File: src/rtl/gcd_responder.sv
// gcd_responder: method-call callee computing gcd(a, b) by repeated subtraction,
// one subtraction per clock, with a registered busy/return handshake.
module gcd_responder #(
    parameter int unsigned WIDTH = 32
) (
    input  logic             clk,
    input  logic             reset,
    input  logic [WIDTH-1:0] gcd_a,
    input  logic [WIDTH-1:0] gcd_b,
    input  logic             gcd_req,
    output logic             gcd_busy,
    output logic [WIDTH-1:0] gcd_return
);

    typedef enum logic {
        IDLE = 1'b0,
        CALC = 1'b1
    } state_t;

    state_t           r_state;
    logic [WIDTH-1:0] r_a;
    logic [WIDTH-1:0] r_b;

    state_t           w_state_nxt;
    logic [WIDTH-1:0] w_a_nxt;
    logic [WIDTH-1:0] w_b_nxt;
    logic             w_busy_nxt;
    logic [WIDTH-1:0] w_ret_nxt;

    // State, working operands and handshake outputs; reset abandons any call
    always_ff @(posedge clk or negedge reset) begin
        if (!reset) begin
            r_state    <= IDLE;
            r_a        <= '0;
            r_b        <= '0;
            gcd_busy   <= 1'b0;
            gcd_return <= '0;
        end else begin
            r_state    <= w_state_nxt;
            r_a        <= w_a_nxt;
            r_b        <= w_b_nxt;
            gcd_busy   <= w_busy_nxt;
            gcd_return <= w_ret_nxt;
        end
    end

    // Next-state: accept in IDLE, then finish on a zero/equal operand or subtract
    always_comb begin
        w_state_nxt = r_state;
        w_a_nxt     = r_a;
        w_b_nxt     = r_b;
        w_busy_nxt  = gcd_busy;
        w_ret_nxt   = gcd_return;
        case (r_state)
            IDLE: begin
                if (gcd_req) begin
                    w_a_nxt     = gcd_a;
                    w_b_nxt     = gcd_b;
                    w_busy_nxt  = 1'b1;
                    w_state_nxt = CALC;
                end
            end
            CALC: begin
                if (r_a == '0) begin
                    w_ret_nxt   = r_b;
                    w_busy_nxt  = 1'b0;
                    w_state_nxt = IDLE;
                end else if (r_b == '0) begin
                    w_ret_nxt   = r_a;
                    w_busy_nxt  = 1'b0;
                    w_state_nxt = IDLE;
                end else if (r_a == r_b) begin
                    w_ret_nxt   = r_a;
                    w_busy_nxt  = 1'b0;
                    w_state_nxt = IDLE;
                end else if (r_a > r_b) begin
                    // larger operand is always the minuend, so no underflow
                    w_a_nxt = WIDTH'(r_a - r_b);
                end else begin
                    w_b_nxt = WIDTH'(r_b - r_a);
                end
            end
            default: begin
                w_state_nxt = IDLE;
                w_busy_nxt  = 1'b0;
            end
        endcase
    end

endmodule
File: config.mk
export PLATFORM = sky130hd
export DESIGN_NAME = gcd_responder
export DESIGN_NICKNAME = d
export VERILOG_FILES = /design/src/rtl/gcd_responder.sv
export SDC_FILE = /design/constraint.sdc
export NUM_CORES = 1
export LEC_CHECK = 0
export BUFFER_PORTS_ARGS = -buffer_cell sky130_fd_sc_hd__buf_2
export CELL_PAD_IN_SITES_DETAIL_PLACEMENT = 1
export CELL_PAD_IN_SITES_GLOBAL_PLACEMENT = 2
export CORE_MARGIN = 5
export CORE_UTILIZATION = 38
export DETAILED_ROUTE_END_ITERATION = 8
export PLACE_DENSITY = 0.93
export SLEW_MARGIN = 20
export SYNTH_ARGS = -nofsm -noshare
export SYNTH_HDL_FRONTEND = slang
export SYNTH_SLANG_ARGS = --single-unit
File: constraint.sdc
create_clock -name clk -period 5 [get_ports clk]
set_input_delay 1 -clock clk [delete_from_list [all_inputs] [get_ports clk]]
set_output_delay 1 -clock clk [all_outputs]
set_load 0.05 [all_outputs]
### Word-level counts from Yosys, hierarchy flattened

Index checks and enable logic that the tools add are counted.

* input port bits: 67
* word-level logic and storage cells: 49
* output and inout bits: 33
* register bits after elaboration: 98

* magnitude comparators: 1
* add/sub/neg operators: 2
* reduce and logical (&&, ||, !) cells: 7
* equal/unequal tests: 8
* multiplexer cells: 25
* bitwise logic cells: 1

Operators with widths (number)
* $mux 32: 13
* $pmux 32 s2: 2
* $logic_not 32->1: 2
* $sub 32x32->32: 2
* $eq 32x32->1: 1
* $gt 32x32->1: 1
* $ne 2x2->1 const B: 5
* $reduce_and 5->1: 2
* $mux 1: 8
* $ne 4x1->1 const B: 1
* $pmux 1 s2: 2
* $reduce_and 2->1: 2
* $reduce_bool 3->1: 1
* $ne 2x1->1 const B: 1
* $not 1->1: 1

### Depth between registers and ports, before layout

Gate-level depths: netlist of run 1.

* word-level depth: 6
* depth in mapped cells: 13
* gate-level depth less buffers: 11

### Worst setup path after synthesis of run 1

Ideal clock, no wire load.

* path kind: register to register
* start: register r_a[0]
* end: register r_b[28]
* data arrival time: 2558 ps
* library setup time: 138 ps
* buffers on the path: 0
* setup slack: 2304 ps
* period minus slack after synthesis: 2696 ps
* required time: 4862 ps
* cell stages (with the launch flop): 11
* cells stage by stage: dfrtp_1 ha_1 fa_1 nand2b_1 a21o_1 a211o_1 a31oi_1 o211ai_1 mux2i_1 a2111oi_0 a21oi_1

* word-level cells in the longest chain between the ends: 6
* elaborated cells on any way between the ends: 13
* those cells by class: add/sub: 1; order compare: 1; eq/ne: 4; mux: 5; reduce/logical: 2

Ends and longest elaborated chain
* start, declared: RTL line 21 `logic [WIDTH-1:0] r_a;`
* start signal, assigned: RTL line 40 `r_a <= w_a_nxt;`
* $sub 32x32->32: RTL line 80 `w_b_nxt = WIDTH'(r_b - r_a);`
* $mux 32: RTL line 76 `end else if (r_a > r_b) begin`
* $mux 32: RTL line 72 `end else if (r_a == r_b) begin`
* $mux 32: RTL line 68 `end else if (r_b == '0) begin`
* $mux 32: RTL line 64 `if (r_a == '0) begin`
* $pmux 32 s2: RTL line 54 `case (r_state)`
* end signal, assigned: RTL line 41 `r_b <= w_b_nxt;`
* end, declared: RTL line 22 `logic [WIDTH-1:0] r_b;`

Parallel ways exist; a longest one is shown, timed or not. The select of a mux whose other input is x is not followed.
A chain may end at the register's enable or synchronous reset.

### Worst setup path in the final report of run 1

* start: register r_a[20]
* end: register r_b[10]

* word-level cells in the longest chain between the ends: 3
* elaborated cells on any way between the ends: 7
* those cells by class: order compare: 1; eq/ne: 4; reduce/logical: 2

Ends and longest elaborated chain (RTL line)
* $gt 32x32->1 (tied with other cells): 76
* $ne 2x2->1 (no source line)
* $reduce_and 5->1 (no source line) (*)

Mark *: on every way between the ends. The rest lies on a longest branch, timed or not.

==> summary.txt, run 1 <==
Finish
  • Layout Nets: between 1k and 1.5k
  • Diodes inserted: 0
  • Layout area overhead: 11.99%
  • Fillers: 2,627
  • Multi-input logic area: 5192 µm²
  • Final core occ: 0.4338
  • Layout cell share with drive strength beyond 1: 0.1340
  • Reg area: 2454 µm²

Flow run
  • Maxcap violations: 0

STA
  • Final Skew: roughly 14 ps
  • Slew margin rel.: 0.3442
  • Setup Viol. Count Final: 0
  • Crit share post-route: 0.7897
  • Max frequency: 253.3 MHz
  • Tmin final: 3949 ps
  • Fin. Hold Viols: 0
  • Slew @ Worst Pin: 983.7 ps
  • Max-slew violations: 0
  • Final TNS setup: 0 ps
  • RSZ-0062 raised after global routing: false

Critical path
  • Setup CP Type: reg2reg
  • Crit-path max FO: 32
  • Arrival time worst endpoint: 4240 ps
  • CP required: 5290 ps
  • R2R depth: 11
  • Worst setup SP type: flip-flop
  • Critical Path Sink Type: flip-flop

Synthesis
  • Cell type with the largest total area after synthesis: dfrtp_1
  • YS warnings: 0
  • Netlist cell types: 65
  • Post-Syn Nets: 1,166
  • Synth top area share: 0.3002
  • Area contributors post-synth: dfrtp_1, ha_1, a21oi_1
  • Cell with the most instances after synthesis: a21oi_1
  • Ys flop type: dfrtp_1
  • Register bit total from synthesis: 98
  • Sequential share of the synthesized area: 0.3002
  • Avg Cell Area, Syn: ~7.9 µm²
  • Commonest cells post-synth: a21oi_1, nand2_1, dfrtp_1
  • Syn Inst Count: between 1k and 1.5k
  • Number of enable flip-flop cells after synthesis: 0
  • Async set-reset flop share out of synthesis: 1.000
  • Mapped Area: 8168 µm²

Worst hold path
  • Hold depth: 2
  • Hold crit path type: reg2reg

Die
  • Core area: 21,090 µm²
  • Die height: 156.6 µm
  • Die X: 156.6 µm
  • Cell Rows: 53
  • I/O Pins: 100
  • Die Footprint: between 20,000 and 25,000 µm²
  • Initial core utilization: 0.3873

Route
  • Via count: 8,191
  • Antenna viol nets, final: 0
  • WL per Instance: 22.88 µm
  • DRT iter0 DRCs: 584
  • Drt pass-1 iters: 5
  • DR vias/cell: 5.970
  • Total Routed Length: 31,400 µm
  • Post-route DRC: 0

GRT
  • Global-route wire length before repair: between 40,000 and 50,000 µm
  • Pin count of the biggest net entering global routing: 70
  • Global Route Usage Sum: 0.2562
  • Vias in the first global route: 8,263
  • Overflow after GRT: 0
  • Initial antenna violation count: 0

Status
  • Status: complete, no violations

Clock tree
  • Post-CTS setup buffers: 0
  • CTS tree: yes
  • # resized after CTS: 0
  • Hold buffer count at cts: 0
  • Worst-Skew Late Latency: between 300 and 400 ps
  • Root Buffer: clkbuf_16
  • Total clock sinks: between 90 and 100
  • CTS Buffer Depth: 2
  • Worst-path clk slew: 80 ps
  • Htree depth: 3
  • Cts bufs inserted: 9

Placed design
  • Gpl congestion: about 0.98
  • Placed wire-length estimate: about 24,000 µm
  • Port Buf Inserts: around 100
cell families (layout without fill, tap and decap cells):
kind of cell    Yosys count  count (layout)  share of synthesized area
flops                    98              98                     0.3002
buf+inv                 136             199                    0.06802
mux                      37              37                    0.04626
xor+xnor                 45              45                    0.04825
compound gates          365             365                     0.2691
simple gates            288             288                     0.1667
fa+ha+maj                65              65                     0.1014
state kept, by name, indices dropped and copies added (netlist names):
name	flops
gcd_busy	1
r_state	1
r_a	32
gcd_return	32
r_b	32
worst max-delay path: stages (launching register included):
cell and delay (ps):
dfrtp_1 510, inv_1 80, ha_1 530, nand4_1 240, nor4_1 500, and3_1 300, nor2_1 100, and3_1 250
a21oi_4 630, buf_4 440, a211oi_1 90, a21oi_1 170
metrics by stage:
step,setup WS [ps],hold slack [ps],instances,cell area [µm²]
final,1051,477.9,1372,9148
after global routing,751.1,512.4,1372,9148
after CTS,1126,483.4,1372,9148
after detailed placement,1156,465.8,1356,8837
after global placement,1263,459.7,1356,8837
after floorplan,2304,513.9,1034,8168
layout make-up:
type,count,share of cell area
clock inverter,7,0.009301
sequential,98,0.2682
tap,275,0.03761
clock buffer,9,0.02462
timing repair buffer,108,0.06182
multi-input combinational,800,0.5676
inverter,75,0.03078
final timing paths:
check                                    from             end  slack [ps]
worst max-delay path                  r_a[20]         r_b[10]        1050
worst min-delay path            gcd_return[2]   gcd_return[2]         480
worst max register to register        r_a[20]         r_b[10]        1050
worst min register to register  gcd_return[2]   gcd_return[2]         480
max in group asynchronous               reset   gcd_return[0]        3230
min in group asynchronous               reset  gcd_return[17]         780
cells in the final DEF (no fill, tap or decap), types with 2 or more instances in the layout:
cell type	n
buf_2	98
ha_1	63
nand4_1	19
o21a_1	5
mux2_2	2
nor3_1	32
a2111oi_0	4
nand2_1	108
o211ai_1	4
clkbuf_16	9
a311oi_1	4
nor4_1	18
buf_4	10
o21ai_1	2
a211o_1	2
a211oi_1	8
xnor2_1	34
nor2b_1	12
nand3_1	11
and2_1	5
o31a_1	4
o21ai_4	3
xor2_1	11
nor2_1	51
and3_1	11
a31oi_1	20
o221ai_1	5
nor4b_1	2
dfrtp_1	97
nand2b_1	10
mux2i_1	34
or3_1	2
a21o_1	29
inv_1	74
a21oi_1	147
o21ai_0	96
inv_6	3
o21bai_1	11
fa_1	2
routing by layer:
metal	vias to the layer above	global-route usage	share of wire
li1	3781	-	-
met1	4115	0.3636	0.46
met2	251	0.4047	0.45
met3	44	0.04093	0.061
met4	0	0.07273	0.024
met5	-	0	0
Power of run 1 is not shown: default switching activity piles up to over one toggle a cycle in this logic, so the estimate is an artifact.
==> inputs of run 2 (changes only) <==
- ABC_AREA: not set -> 1
- CORE_UTILIZATION: 38 -> 32
- PLACE_DENSITY: 0.93 -> 0.87
- clock period: 5 -> 4 ns (I/O delays scaled with it)
==> run 2 against run 1 <==
Critical path depth rose by 5. Cell count rose by 53%. Clock skew rose by 0.73 ps. Sequential share of layout area fell by 4.1 points. Wire length rose by 24%. Via count rose by 25%. First-iteration DRC count fell by 16%. Largest cell class unchanged. Global-route usage fell by 2.8 points.
==> summary.txt, run 2 <==
STA
  • Max-slew violations: 0 (unchanged)
  • Slew margin rel.: 0.4087 (was 0.3442)
  • Final Skew: 15.10 ps (was 14.37 ps)
  • Tmin final: 3320 ps (was 3949 ps)
  • Setup Viol. Count Final: 0 (unchanged)
  • Fin. Hold Viols: 0 (unchanged)
  • Slew @ Worst Pin: 887.0 ps (was 983.7 ps)
  • RSZ-0062 raised after global routing: false (unchanged)
  • Max frequency: 301.2 MHz (was 253.3 MHz)
  • Final TNS setup: 0 ps (unchanged)
  • Crit share post-route: 0.8300 (was 0.7897)

Clock tree
  • Worst-path clk slew: 80 ps (about the same)
  • Htree depth: 3 (unchanged)
  • Cts bufs inserted: 9 (unchanged)
  • # resized after CTS: 0 (unchanged)
  • Hold buffer count at cts: 0 (unchanged)
  • Worst-Skew Late Latency: 380 ps (was 370 ps)
  • CTS Buffer Depth: 2 (unchanged)
  • Total clock sinks: 98 (unchanged)
  • Root Buffer: clkbuf_16 (unchanged)
  • Post-CTS setup buffers: 0 (unchanged)
  • CTS tree: yes (unchanged)

Synthesis
  • Post-Syn Nets: 1,765 (was 1,166)
  • Area contributors post-synth: dfrtp_1, nand2_1, inv_1 (was dfrtp_1, ha_1, a21oi_1)
  • Mapped Area: 9802 µm² (was 8168 µm²)
  • Commonest cells post-synth: nand2_1, inv_1, nor2_1 (was a21oi_1, nand2_1, dfrtp_1)
  • Ys flop type: dfrtp_1 (unchanged)
  • Avg Cell Area, Syn: 6.002 µm² (was 7.899 µm²)
  • Cell type with the largest total area after synthesis: dfrtp_1 (unchanged)
  • Synth top area share: 0.2502 (was 0.3002)
  • Async set-reset flop share out of synthesis: 1.000 (unchanged)
  • Sequential share of the synthesized area: 0.2502 (was 0.3002)
  • Netlist cell types: 38 (was 65)
  • Syn Inst Count: 1,633 (was 1,034)
  • YS warnings: 0 (unchanged)
  • Number of enable flip-flop cells after synthesis: 0 (unchanged)
  • Cell with the most instances after synthesis: nand2_1 (was a21oi_1)
  • Register bit total from synthesis: 98 (unchanged)

Placed design
  • Gpl congestion: 1.020 (was 0.9822)
  • Port Buf Inserts: 99 (unchanged)
  • Post-Place Cells: 2,084 (was 1,356)
  • Placed cell areas: 10,540 µm² (was 8837 µm²)
  • Placed wire-length estimate: 31,810 µm (was 23,740 µm)

Critical path
  • Critical path origin: r_a[1] (was r_a[20])
  • Worst setup SP type: flip-flop (unchanged)
  • Setup CP Type: reg2reg (unchanged)
  • Crit-path max FO: 51 (was 32)
  • Critical Path Sink Type: flip-flop (unchanged)
  • Arrival time worst endpoint: 3560 ps (was 4240 ps)
  • CP required: 4240 ps (was 5290 ps)
  • Worst reg2reg startpoint: r_a[1] (was r_a[20])

Route
  • Via count: 10.28k (was 8,191)
  • DR vias/cell: 4.894 (was 5.970)
  • WL per Instance: 18.48 µm (was 22.88 µm)
  • Post-route DRC: 0 (unchanged)
  • Drt pass-1 iters: 5 (unchanged)
  • Total Routed Length: 38,810 µm (was 31,400 µm)
  • Antenna viol nets, final: 0 (unchanged)
  • DRT iter0 DRCs: 488 (was 584)

Finish
  • Multi-input logic area: 6012 µm² (was 5192 µm²)
  • Final instance area: 10,820 µm² (was 9148 µm²)
  • Layout cell share with drive strength beyond 1: 0.1338 (was 0.1340)
  • Commonest non-fill, non-tap cells in the layout: nand2_1, inv_1, nor2_1 (was a21oi_1, nand2_1, buf_2)
  • Fillers: 4,152 (was 2,627)
  • Biggest registers after layout: gcd_return x32, r_a x32, r_b x32 (unchanged)
  • Diodes inserted: 0 (unchanged)
  • Post-route non-filler standard cell count: 2,100 (was 1,372)
  • Commonest non-fill, non-tap cell in the layout: nand2_1 (was a21oi_1)
  • Reg area: 2454 µm² (unchanged)
  • Layout area overhead: 10.39% (was 11.99%)
  • Layout Nets: 1,831 (was 1,224)

Worst hold path
  • Hold crit path type: in2async (was reg2reg)

Status
  • Status: complete, no violations (unchanged)

GRT
  • Overflow after GRT: 0 (unchanged)
  • Global Route Usage Sum: 0.2280 (was 0.2562)
  • Pin count of the biggest net entering global routing: 71 (was 70)
  • Initial antenna violation count: 1 (was 0)
  • Global-route wire length before repair: 59,760 µm (was 48,690 µm)
  • Vias in the first global route: 10.69k (was 8,263)

Die
  • Die height: 185.0 µm (was 156.6 µm)
  • Die X: 185.0 µm (was 156.6 µm)
  • Initial core utilization: 0.3221 (was 0.3873)
  • Core area: 30,430 µm² (was 21,090 µm²)
  • I/O Pins: 100 (unchanged)
  • Die Footprint: 34,230 µm² (was 24,530 µm²)
  • Cell Rows: 64 (was 53)

Flow run
  • Maxcap violations: 0 (unchanged)
==> run 2: cell count changes after synthesis, moves of 63 or more <==
cell / change
a21oi_1: -94
nor2_1: +84
nand3_1: +109
o21ai_0: -63
nand2_1: +507
inv_1: +188
==> run 2: cell type report <==
class,instances,share of cell area
Sequential cell,98,0.2268
Timing Repair Buffer,104,0.05065
Clock buffer,9,0.02081
Tap cell,396,0.04579
Clock inverter,7,0.004972
Inverter,274,0.09540
Multi-Input combinational cell,1212,0.5556
==> run 2: critical path, stage by stage (launching register included) <==
cell and delay [ps]:
dfrtp_1 580, inv_1 190, fa_1 490, inv_1 130
nand3_1 80, nand2_1 150, nand2_2 80, nand2_2 70
nand2_1 60, nand2_2 100, nand2_2 90, nand2_1 70
nand2_1 80, nand2_4 170, nand2_4 420, nand2_1 250
o21ai_2 80
==> run 2: stage by stage <==
step | setup slack (ps) | utilization | hold slack, ps
2_1_floorplan | 1723 | - | 475.8
3_3_place_gp | 874.3 | 0.3463 | 465.2
3_5_place_dp | 764.0 | 0.3463 | 476.0
4_1_cts | 711.2 | 0.3554 | 446.9
5_1_grt | 408.1 | 0.3556 | 474.6
6_report | 680.0 | 0.3556 | 424.9
==> run 2: final timing paths <==
path	cells past startpoint	slack (ps)	end
worst max register to register	16	680	r_b[11]
min in group clk	2	490	gcd_return[4]
max in group asynchronous	2	2800	r_state
worst min register to register	2	490	gcd_return[4]
worst max-delay path	16	680	r_b[11]
worst min-delay path	1	420	r_b[7]
==> run 2: kinds of logic (layout without fill, tap and decap cells) <==
| logic type | Yosys count | in the layout | synth area share |
|---|---|---|---|
| simple gates | 972 | 972 | 0.4175 |
| buf+inv | 323 | 394 | 0.1372 |
| compound gates | 170 | 170 | 0.1061 |
| flops | 98 | 98 | 0.2502 |
| fa+ha+maj | 65 | 65 | 0.08450 |
| xor+xnor | 5 | 5 | 0.004469 |
==> run 2: layer usage <==
| metal | routed length, µm | global-route usage |
|---|---|---|
| met5 | 12 | 0 |
| met4 | 1875 | 0.09894 |
| met3 | 1267 | 0.03005 |
| met2 | 18560 | 0.3948 |
| met1 | 17100 | 0.2840 |
Power of run 2 is left out for the same reason.
==> inputs of run 3 (changes only) <==
- CORE_UTILIZATION: 32 -> 29
- PLACE_DENSITY: 0.87 -> 0.84
- clock period: 4 -> 3 ns (I/O delays scaled with it)
==> run 3 against run 2 <==
First-iteration DRC count fell by 2.7%. Final area increased by 2.4%. Sequential cell count unchanged. Worst setup slack worse by 460 ps. Die area up 9.8%.
==> summary.txt, run 3 (synthesis gave the netlist of run 2 again) <==
Critical path
  • Buffer and inverter count on the worst path: 4 (was 2)
  • Top delay family on crit path: simple AND/OR/NAND/NOR gates (unchanged)
  • Critical Path Sink Type: flip-flop (unchanged)
  • Setup CP Type: reg2reg (unchanged)
  • CP max stage cell: fa_1 (was dfrtp_1)
  • Crit-path max FO: 21 (was 51)
  • CP required: 3300 ps (was 4240 ps)
  • Arrival time worst endpoint: 3080 ps (was 3560 ps)
  • Max incr delay on CP: 410 ps (was 580 ps)
  • Critical path, cell by cell: inv_1 -> ha_1 -> fa_1 -> inv_1 -> nand3_1 -> nand2_1 -> nand2_2 -> nand2_2 -> nand2_1 -> nand2_2 -> nand2_2 -> nand3_4 -> nand2_8 -> inv_4 -> buf_12 -> nand2_1 -> o21ai_2 (was inv_1 -> fa_1 -> inv_1 -> nand3_1 -> nand2_1 -> nand2_2 -> nand2_2 -> nand2_1 -> nand2_2 -> nand2_2 -> nand2_1 -> nand2_1 -> nand2_4 -> nand2_4 -> nand2_1 -> o21ai_2)
  • Crit-path most repeated cell: nand2_2 (was nand2_1)
  • Worst setup SP type: flip-flop (unchanged)

Placed design
  • Placed wire-length estimate: 34,240 µm (was 31,810 µm)
  • Port Buf Inserts: 99 (unchanged)
  • Gpl congestion: 0.9493 (was 1.020)

GRT
  • Global Route Usage Sum: 0.2179 (was 0.2280)
  • Overflow after GRT: 0 (unchanged)
  • Global-route wire length before repair: 64,090 µm (was 59,760 µm)
  • Pin count of the biggest net entering global routing: 71 (unchanged)
  • Initial antenna violation count: 1 (unchanged)
  • Vias in the first global route: 11.14k (was 10.69k)

Clock tree
  • Worst-path clk slew: 80 ps (about the same)
  • # resized after CTS: 0 (unchanged)
  • CTS tree: yes (unchanged)
  • CTS Buffer Depth: 2 (unchanged)
  • Total clock sinks: 98 (unchanged)
  • Root Buffer: clkbuf_16 (unchanged)
  • Worst-Skew Late Latency: 380 ps (about the same)
  • Cts bufs inserted: 9 (unchanged)
  • Htree depth: 3 (unchanged)

STA
  • Max-slew violations: 0 (unchanged)
  • Final Skew: 12.86 ps (was 15.10 ps)
  • Slew @ Worst Pin: 923.5 ps (was 887.0 ps)
  • Tmin final: 2778 ps (was 3320 ps)
  • Max frequency: 360.0 MHz (was 301.2 MHz)
  • Setup Viol. Count Final: 0 (unchanged)
  • Fin. Hold Viols: 0 (unchanged)
  • Final TNS setup: 0 ps (unchanged)
  • Slew margin rel.: 0.3843 (was 0.4087)
  • Crit share post-route: 0.9259 (was 0.8300)
  • RSZ-0062 raised after global routing: false (unchanged)

Route
  • DRT iter0 DRCs: 475 (was 488)
  • WL per Instance: 19.00 µm (was 18.48 µm)
  • Drt pass-1 iters: 5 (unchanged)
  • Post-route DRC: 0 (unchanged)
  • Total Routed Length: 41,270 µm (was 38,810 µm)
  • Antenna viol nets, final: 0 (unchanged)
  • Via count: 10.38k (was 10.28k)
  • DR vias/cell: 4.778 (was 4.894)

Finish
  • Layout cell share with drive strength beyond 1: 0.1439 (was 0.1338)
  • Diodes inserted: 0 (unchanged)
  • Commonest non-fill, non-tap cell in the layout: nand2_1 (unchanged)
  • Layout area overhead: 13.05% (was 10.39%)
  • Commonest non-fill, non-tap cells in the layout: nand2_1, inv_1, nor2_1 (unchanged)
  • Layout Nets: 1,851 (was 1,831)
  • Biggest registers after layout: gcd_return x32, r_a x32, r_b x32 (unchanged)

Die
  • Die height: 193.8 µm (was 185.0 µm)
  • Die X: 193.8 µm (was 185.0 µm)
  • Cell Rows: 67 (was 64)
  • Core area: 33,450 µm² (was 30,430 µm²)
  • I/O Pins: 100 (unchanged)
  • Initial core utilization: 0.2930 (was 0.3221)
  • Die Footprint: 37,580 µm² (was 34,230 µm²)

Worst hold path
  • Hold crit path type: in2async (unchanged)

Flow run
  • Maxcap violations: 0 (unchanged)

Status
  • Status: complete, no violations (unchanged)
[run 3: routing by layer]
| layer | global-route usage | up-vias | part of all wire |
|---|---|---|---|
| met2 | 0.3744 | 225 | 0.48 |
| met5 | 0 | - | 0 |
| li1 | - | 5183 | - |
| met1 | 0.2732 | 4888 | 0.44 |
| met4 | 0.09427 | 0 | 0.050 |
| met3 | 0.03110 | 82 | 0.037 |
[run 3: worst register-to-register path: stages, from the launching register on]
cell	delay (ps)
dfrtp_1	370
inv_1	100
ha_1	250
fa_1	410
inv_1	130
nand3_1	80
nand2_1	150
nand2_2	80
nand2_2	70
nand2_1	60
nand2_2	110
nand2_2	90
nand3_4	130
nand2_8	110
inv_4	170
buf_12	210
nand2_1	110
o21ai_2	60
[run 3: what timing repair did]
action	in CTS	in global routing
setup buffers	0	2
endpoints found under the setup margin	0	32
hold buffers	0	0
[run 3: worst paths after layout]
kind,depth (start not counted),start,to,slack [ps]
max in group asynchronous,2,reset,r_a[27],1890
min in group clk,2,gcd_return[4],gcd_return[4],490
setup / recovery,17,r_a[0],r_a[9],220
hold / removal,1,reset,r_b[7],240
setup reg to reg,17,r_a[0],r_a[9],220
hold reg to reg,2,gcd_return[4],gcd_return[4],490
[run 3: cell type report]
class,count,area (µm²)
clock buffer,9,225.2
clock inverter,7,53.80
sequential,98,2454
tap,448,560.5
fill,4459,22370
inverter,274,1032
timing repair buffer,124,748.2
multi-input combinational,1212,6007
[run 3: through the flow]
stage	util	std cells	hold slack (ps)	setup slack [ps]	area, µm²
5_1_grt	0.3313	2172	291.8	12.68	11080
2_1_floorplan	-	1633	304.4	722.6	9802
3_3_place_gp	0.3225	2154	467.7	318.9	10790
4_1_cts	0.3308	2170	271.6	162.7	11070
6_report	0.3313	2172	239.0	222.2	11080
3_5_place_dp	0.3225	2154	478.5	202.4	10790
Power of run 3 is left out for the same reason.
